$ cat src/rtl/image_stream_reader.sv
// Image stream reader: fetches LEN words from data memory starting at
// BASE_ADDR and streams byte [7:0] of each word over valid/ready.
module image_stream_reader #(
  parameter logic [31:0] BASE_ADDR = 32'd0,
  parameter int unsigned LEN_W     = 17
) (
  input  logic             CLK,
  input  logic             RST,
  input  logic             START,
  input  logic [LEN_W-1:0] LEN,
  input  logic             ABORT,
  output logic [31:0]      MEM_ADDR,
  output logic             MEM_RE,
  input  logic [31:0]      RD,
  output logic [7:0]       PIX_DATA,
  output logic             PIX_VALID,
  input  logic             PIX_READY,
  output logic             BUSY,
  output logic             DONE
);

  typedef enum logic [1:0] {
    S_IDLE,
    S_FETCH,
    S_FINISH
  } state_e;

  state_e           state_q, state_d;
  logic [LEN_W-1:0] len_q, len_d;
  logic [LEN_W-1:0] idx_q, idx_d;
  logic             infl_q, infl_d;
  logic [1:0]       cnt_q, cnt_d;
  logic             rd_ptr_q, rd_ptr_d;
  logic             wr_ptr_q, wr_ptr_d;
  logic [7:0]       fifo_q [2];

  logic       issue;
  logic       push;
  logic       pop;
  logic       clr;
  logic       more;
  logic       pix_valid;
  logic [2:0] credit;
  logic       rd_hi_unused;

  assign rd_hi_unused = ^RD[31:8];

  assign pix_valid = (cnt_q != 2'd0);
  assign pop       = pix_valid && PIX_READY;
  assign more      = (idx_q < len_q);
  assign credit    = {1'b0, cnt_q} + {2'b00, infl_q};

  always_comb begin
    state_d = state_q;
    len_d   = len_q;
    idx_d   = idx_q;
    issue   = 1'b0;
    push    = 1'b0;
    clr     = 1'b0;
    unique case (state_q)
      S_IDLE: begin
        if (START) begin
          if (LEN != '0) begin
            // First read goes out in the accept cycle to keep latency at 2.
            len_d   = LEN;
            issue   = 1'b1;
            idx_d   = idx_q + LEN_W'(1);
            state_d = S_FETCH;
          end else begin
            state_d = S_FINISH;
          end
        end
      end
      S_FETCH: begin
        if (ABORT) begin
          clr     = 1'b1;
          idx_d   = '0;
          state_d = S_IDLE;
        end else begin
          push  = infl_q;
          issue = more && (credit < ({2'b00, pop} + 3'd2));
          if (issue) begin
            idx_d = idx_q + LEN_W'(1);
          end
          if (!more && !infl_q &&
              ((cnt_q == 2'd0) ||
               ((cnt_q == 2'd1) && pop))) begin
            idx_d   = '0;
            state_d = S_FINISH;
          end
        end
      end
      S_FINISH: begin
        state_d = S_IDLE;
      end
      default: begin
        state_d = S_IDLE;
      end
    endcase
  end

  always_comb begin
    infl_d   = issue;
    cnt_d    = cnt_q + {1'b0, push} - {1'b0, pop};
    rd_ptr_d = rd_ptr_q ^ pop;
    wr_ptr_d = wr_ptr_q ^ push;
    if (clr) begin
      cnt_d    = 2'd0;
      rd_ptr_d = 1'b0;
      wr_ptr_d = 1'b0;
    end
  end

  always_ff @(posedge CLK or posedge RST) begin
    if (RST) begin
      state_q  <= S_IDLE;
      len_q    <= '0;
      idx_q    <= '0;
      infl_q   <= 1'b0;
      cnt_q    <= 2'd0;
      rd_ptr_q <= 1'b0;
      wr_ptr_q <= 1'b0;
    end else begin
      state_q  <= state_d;
      len_q    <= len_d;
      idx_q    <= idx_d;
      infl_q   <= infl_d;
      cnt_q    <= cnt_d;
      rd_ptr_q <= rd_ptr_d;
      wr_ptr_q <= wr_ptr_d;
    end
  end

  always_ff @(posedge CLK or posedge RST) begin
    if (RST) begin
      for (int i = 0; i < 2; i++) begin
        fifo_q[i] <= 8'h00;
      end
    end else if (push) begin
      fifo_q[wr_ptr_q] <= RD[7:0];
    end
  end

  assign MEM_RE    = issue;
  assign MEM_ADDR  = issue ? (BASE_ADDR + 32'(idx_q)) : 32'd0;
  assign PIX_DATA  = fifo_q[rd_ptr_q];
  assign PIX_VALID = pix_valid;
  assign BUSY      = (state_q == S_FETCH);
  assign DONE      = (state_q == S_FINISH);

endmodule

$ cat config.mk
export PLATFORM = sky130hd
export DESIGN_NAME = image_stream_reader
export DESIGN_NICKNAME = d
export VERILOG_FILES = /design/src/rtl/image_stream_reader.sv
export SDC_FILE = /design/constraint.sdc
export NUM_CORES = 1
export LEC_CHECK = 0
export CORE_MARGIN = 8
export CORE_UTILIZATION = 35
export DETAILED_ROUTE_END_ITERATION = 12
export PLACE_DENSITY = 0.6
export RECOVER_POWER = 25
export SLEW_MARGIN = 20
export SYNTH_ARGS = -nofsm -noshare
export SYNTH_HDL_FRONTEND = slang
export SYNTH_SLANG_ARGS = --single-unit
$ cat constraint.sdc
create_clock -name CLK -period 7 [get_ports CLK]
set_input_delay 1.4 -clock CLK [delete_from_list [all_inputs] [get_ports CLK]]
set_output_delay 1.4 -clock CLK [all_outputs]
set_load 0.005 [all_outputs]
# [Word-level counts from Yosys, hierarchy flattened]
# Cells that the tools add are included.
[totals] output_inout_bits=44 inputBits=54 word_cells=76 reg_bits=57
[classes] bitwise_logic=4 n_mux=29 order_cmp=5 reduce_logical=17 n_eq_ne=7 addsub=5
[ops] operator="$mux 17" count=6
[ops] operator="$pmux 17 s2" count=1
[ops] operator="$mux 8" count=4
[ops] operator="$add 17x1->17 const B" count=1
[ops] operator="$lt 17x17->1" count=1
[ops] operator="$reduce_bool 17->1" count=1
[ops] operator="$bwmux 16" count=1
[ops] operator="$mux 2" count=5
[ops] operator="$mux 1" count=9
[ops] operator="$demux 8 s1" count=1
[ops] operator="$logic_and 1x1->1" count=6
[ops] operator="$eq 2x1->1 const B" count=2
[ops] operator="$ge 2x2->1 const B" count=2
[ops] operator="$logic_not 2->1" count=2
[ops] operator="$ne 2x2->1 const B" count=2
[ops] operator="$ne 4x2->1 const B" count=1
[ops] operator="$not 1->2" count=2
[ops] operator="$pmux 2 s2" count=1
[ops] operator="$reduce_and 4->1" count=1
[ops] operator="$reduce_bool 2->1" count=2
[ops] operator="$add 1x2->3 const B" count=1
[ops] operator="$add 2x1->3" count=1
[ops] operator="$lt 3x3->1" count=1
[ops] operator="$ne 3x2->1 const B" count=1
[ops] operator="other kinds (10)" count=12

# [Depth between registers and ports, before layout]
[depth] word_depth=9 ltp_mapped=10

# [Worst setup path before layout]
# OpenSTA, ideal clock, no wires.
[synth_path] path_kind="input-to-output" startpoint="input PIX_READY" endpoint="output MEM_ADDR[10]" required_ns=5.600 arrival_time_ns=2.637 n_path_buf=1 setup_slack_ns=2.963 path_stages=7 path_cell_list="o21a_1 a21oi_1 nor3b_1 a31oi_1 nor2_1 clkbuf_1 and2_1"
[synth_via] elab_chain_cells=7
[synth_lines] item="start, declared" line="17" text="input logic PIX_READY,"
[synth_lines] item="$logic_and 1x1->1" line="49" text="assign pop = pix_valid && PIX_READY;"
[synth_lines] item="$add 1x2->3" line="81" text="issue = more && (credit < ({2'b00, pop} + 3'd2));"
[synth_lines] item="$lt 3x3->1" line="81"
[synth_lines] item="$logic_and 1x1->1" line="81"
[synth_lines] item="$mux 1" line="75" text="if (ABORT) begin"
[synth_lines] item="$pmux 1 s2" line="60" text="unique case (state_q)"
[synth_lines] item="via MEM_RE" line="13" text="output logic MEM_RE,"
[synth_lines] item="$mux 17" line="145" text="assign MEM_ADDR = issue ? (BASE_ADDR + 32'(idx_q)) : 32'd0;"
[synth_lines] item="end, declared" line="12" text="output logic [31:0] MEM_ADDR,"
# The timed path passes the listed nets, and every way through them passes these cells.

# [Worst setup path in the final report]
[layout_path] startpoint="input LEN[11]" endpoint="output MEM_ADDR[8]"
[layout_via] elab_chain_cells=5
[layout_lines] item="start, declared" line="10" text="input logic [LEN_W-1:0] LEN,"
[layout_lines] item="$reduce_bool 17->1" line="63" text="if (LEN != '0) begin"
[layout_lines] item="$mux 1" line="63"
[layout_lines] item="$mux 1" line="62" text="if (START) begin"
[layout_lines] item="$pmux 1 s2" line="60"
[layout_lines] item="$mux 17" line="145"
# No other way between the ends.

==> impl_metrics.csv <==
group,metric,value,unit
status,status,"finished with violations",
status,violations,"capacitance limit, slew limit",
critical_path,cpPeakStageDelay,0.45,ns
critical_path,setup.worst_path.class,"in -> out",
sta,relSlewSlack,-107,%
critical_path,critPathTopFamily,"buffers and inverters",
yosys,synthTopCellsByArea,"dfrtp_1, mux2_2, ha_1",
yosys,synth_top_cell_area_share,40.9,%
yosys,yosysMostFrequentCell,"dfrtp_1",
power,p_per_area,395,nW/um2
sta,period_share,75.5,%
floorplanning,initial_core_util,35.8,%
floorplanning,std_cell_rows,36,
sta,max_freq,0.189,GHz
place,hpwl,6150,um
drt,vias,2628,
critical_path,start_kind,"primary input",
cells_and_area,fill_cells,924,
sta,skew,0.00927,ns
cells_and_area,final_core_util,44.8,%
drt,viasPerCell,4.91,
cells_and_area,syn_to_final_growth,24.9,%
global_routing,grt_pass1_wl,13600,um
yosys,yosysTopAreaCell,"dfrtp_1",
place,gp_congestion,0.766,
critical_path,cp_slowest_cell,"clkdlybuf4s50_1",
clock_tree,cts_hold_buf,0,
clock_tree,cts_max_level,3,
critical_path,crit_fanout,26,
clock_tree,numCtsBuffers,9,
yosys,ys_types,47,
drt,dr.pass1.iters,4,
critical_path,cp.arrival,3.88,ns
sta,tns,0,ns
drt,wl_per_cell,15.2,um
clock_tree,insertion_delay,0.34,ns
power,vdd_drop_max,0.157,mV
place,io_buffers,58,
drt,final_antenna_net_count,0,
clock_tree,ctsResizeCount,0,
yosys,synth-main-ff-cell,"dfrtp_1",
clock_tree,cts.clk_slew.worst_paths,0.07,ns
critical_path,path_cells,"clkdlybuf4s50_1 > nor4_1 > nand3_1 > o31ai_1 > buf_4 > nor2_1 > buf_4 > and2_1 > clkdlybuf4s50_1",
yosys,ys_warn_count,0,
sta,tightest_slew,3.10,ns
cells_and_area,nets,474,
flow_run,max-cap-violations,1,
clock_tree,cts-root-buf,"clkbuf_8",
global_routing,grt_overflow,0,
yosys,ys_ff_latch,57,
power,p_leak,1.97,nW
yosys,syn-instance-count,338,
sta,slew_viol_final,58,
clock_tree,clock-sinks,57,
global_routing,grtUsageTotal,13.1,%
global_routing,grt_pass1_vias,2790,
yosys,postSynth.asyncResetShare,100,%
clock_tree,cts_tree,"built",
sta,finalHoldViolCount,0,
yosys,synth_area_per_cell,10.3,um2
sta,rsz0062_at_grt,"no",
drt,drt-initial-drc-count,76,
global_routing,grt_max_degree,58,
sta,period_minus_slack,5.28,ns
cells_and_area,final_layout_size_suffix_gt1_share,19.2,%
drt,drc,0,
cells_and_area,antenna_cells,0,
critical_path,end_kind,"output port",
critical_path,required,5.60,ns
yosys,ys_seq_area_share,40.9,%
sta,setup_violations,0,
yosys,synth_common_cells,"dfrtp_1, mux2_2, inv_1",
critical_path,crit_buf_inv,4,
drt,wl,8140,um
yosys,synth_edf_count,0,
floorplanning,io_pins,98,
global_routing,antenna_found_initial,0,
floorplanning,fp.coreArea,9730,um2
clock_tree,cts_buffer_depth,2,
floorplanning,die_area,13400,um2
floorplanning,die_x,116,um
clock_tree,post_cts_buffers,0,
yosys,synthesis.area,3490,um2
worst_hold_path,hold_class,"reg -> reg",
floorplanning,dieHeight,116,um
## state kept, by name (all words and copies together), names as in the netlist
signal	cells
idx_q	17
len_q	17
fifo_q	16
cnt_q	2
state_q	2
infl_q	1
rd_ptr_q	1
wr_ptr_q	1
## stage by stage
stage	cell area, um2	hold slack, ns	cells	power [mW]	worst slack, ns
final	4360	0.463	535	1.72	1.72
after global routing	4360	0.494	535	1.87	1.52
after CTS	4360	0.465	535	1.75	1.66
after detailed placement	4130	0.456	519	1.39	1.67
after global placement	4130	0.455	519	1.36	1.70
after floorplan	3540	0.431	352	1.11	2.96
## layout make-up
class                   instances  area (um2)  share of cell area [%]
multi-input cells             242        1830                    42.1
flip-flops and latches         57        1430                    32.7
repair buffers                 62         607                    13.9
well taps                     133         166                    3.82
clock buffers                  12         155                    3.56
inverters                      25        93.8                    2.15
clock inverters                 4        75.1                    1.72
## logic make-up after synthesis
logic type,share of synthesized area (%)
flip-flops,40.9
multiplexers,13.8
other,0.108
AND/OR/NAND/NOR,16.8
adder cells (fa/ha/maj),8.25
AO/OA/AOI/OAI,11.2
buffers and inverters,8.07
XOR/XNOR,0.754
## layer usage
layer	track usage (%)	wire (um)	vias to the layer above
met1	15.3	3670	1255
met5	0	0	-
li1	-	-	1292
met3	3.28	434	19
met2	21.3	3830	62
met4	7.61	206	0
## cell usage in the layout, fill, tap and decap left out, types with 4 or more instances in the layout
cell,count
nor3_1,6
conb_1,15
nor4_1,9
a221o_2,6
nand3_1,9
nor2_1,20
and2_1,17
clkbuf_8,11
mux2_2,42
a21oi_1,16
o21ai_0,4
nand4_1,4
a211o_1,7
ha_1,23
inv_1,24
dfrtp_1,57
clkdlybuf4s50_1,56
nand2_1,18
a31oi_1,4
## where the power goes
| part | internal, mW | total [mW] | switching [mW] |
|---|---|---|---|
| registers | 0.469 | 0.582 | 0.114 |
| logic | 0.427 | 0.786 | 0.358 |
| clock network | 0.220 | 0.354 | 0.134 |
| total | 1.12 | 1.72 | 0.606 |
## path summary, 6_finish.rpt
kind / start / to / slack (ns) / depth (start not counted)
setup reg to reg: idx_q[12] / idx_q[16] / 4.12 / 7
min in group asynchronous: RST / fifo_q[10] / 2.68 / 3
max in group asynchronous: RST / len_q[0] / 2.55 / 3
hold / removal: state_q[1] / state_q[1] / 0.46 / 1
hold reg to reg: state_q[1] / state_q[1] / 0.46 / 1
setup / recovery: LEN[11] / MEM_ADDR[8] / 1.72 / 9
Power figures use the tool's default switching activity.
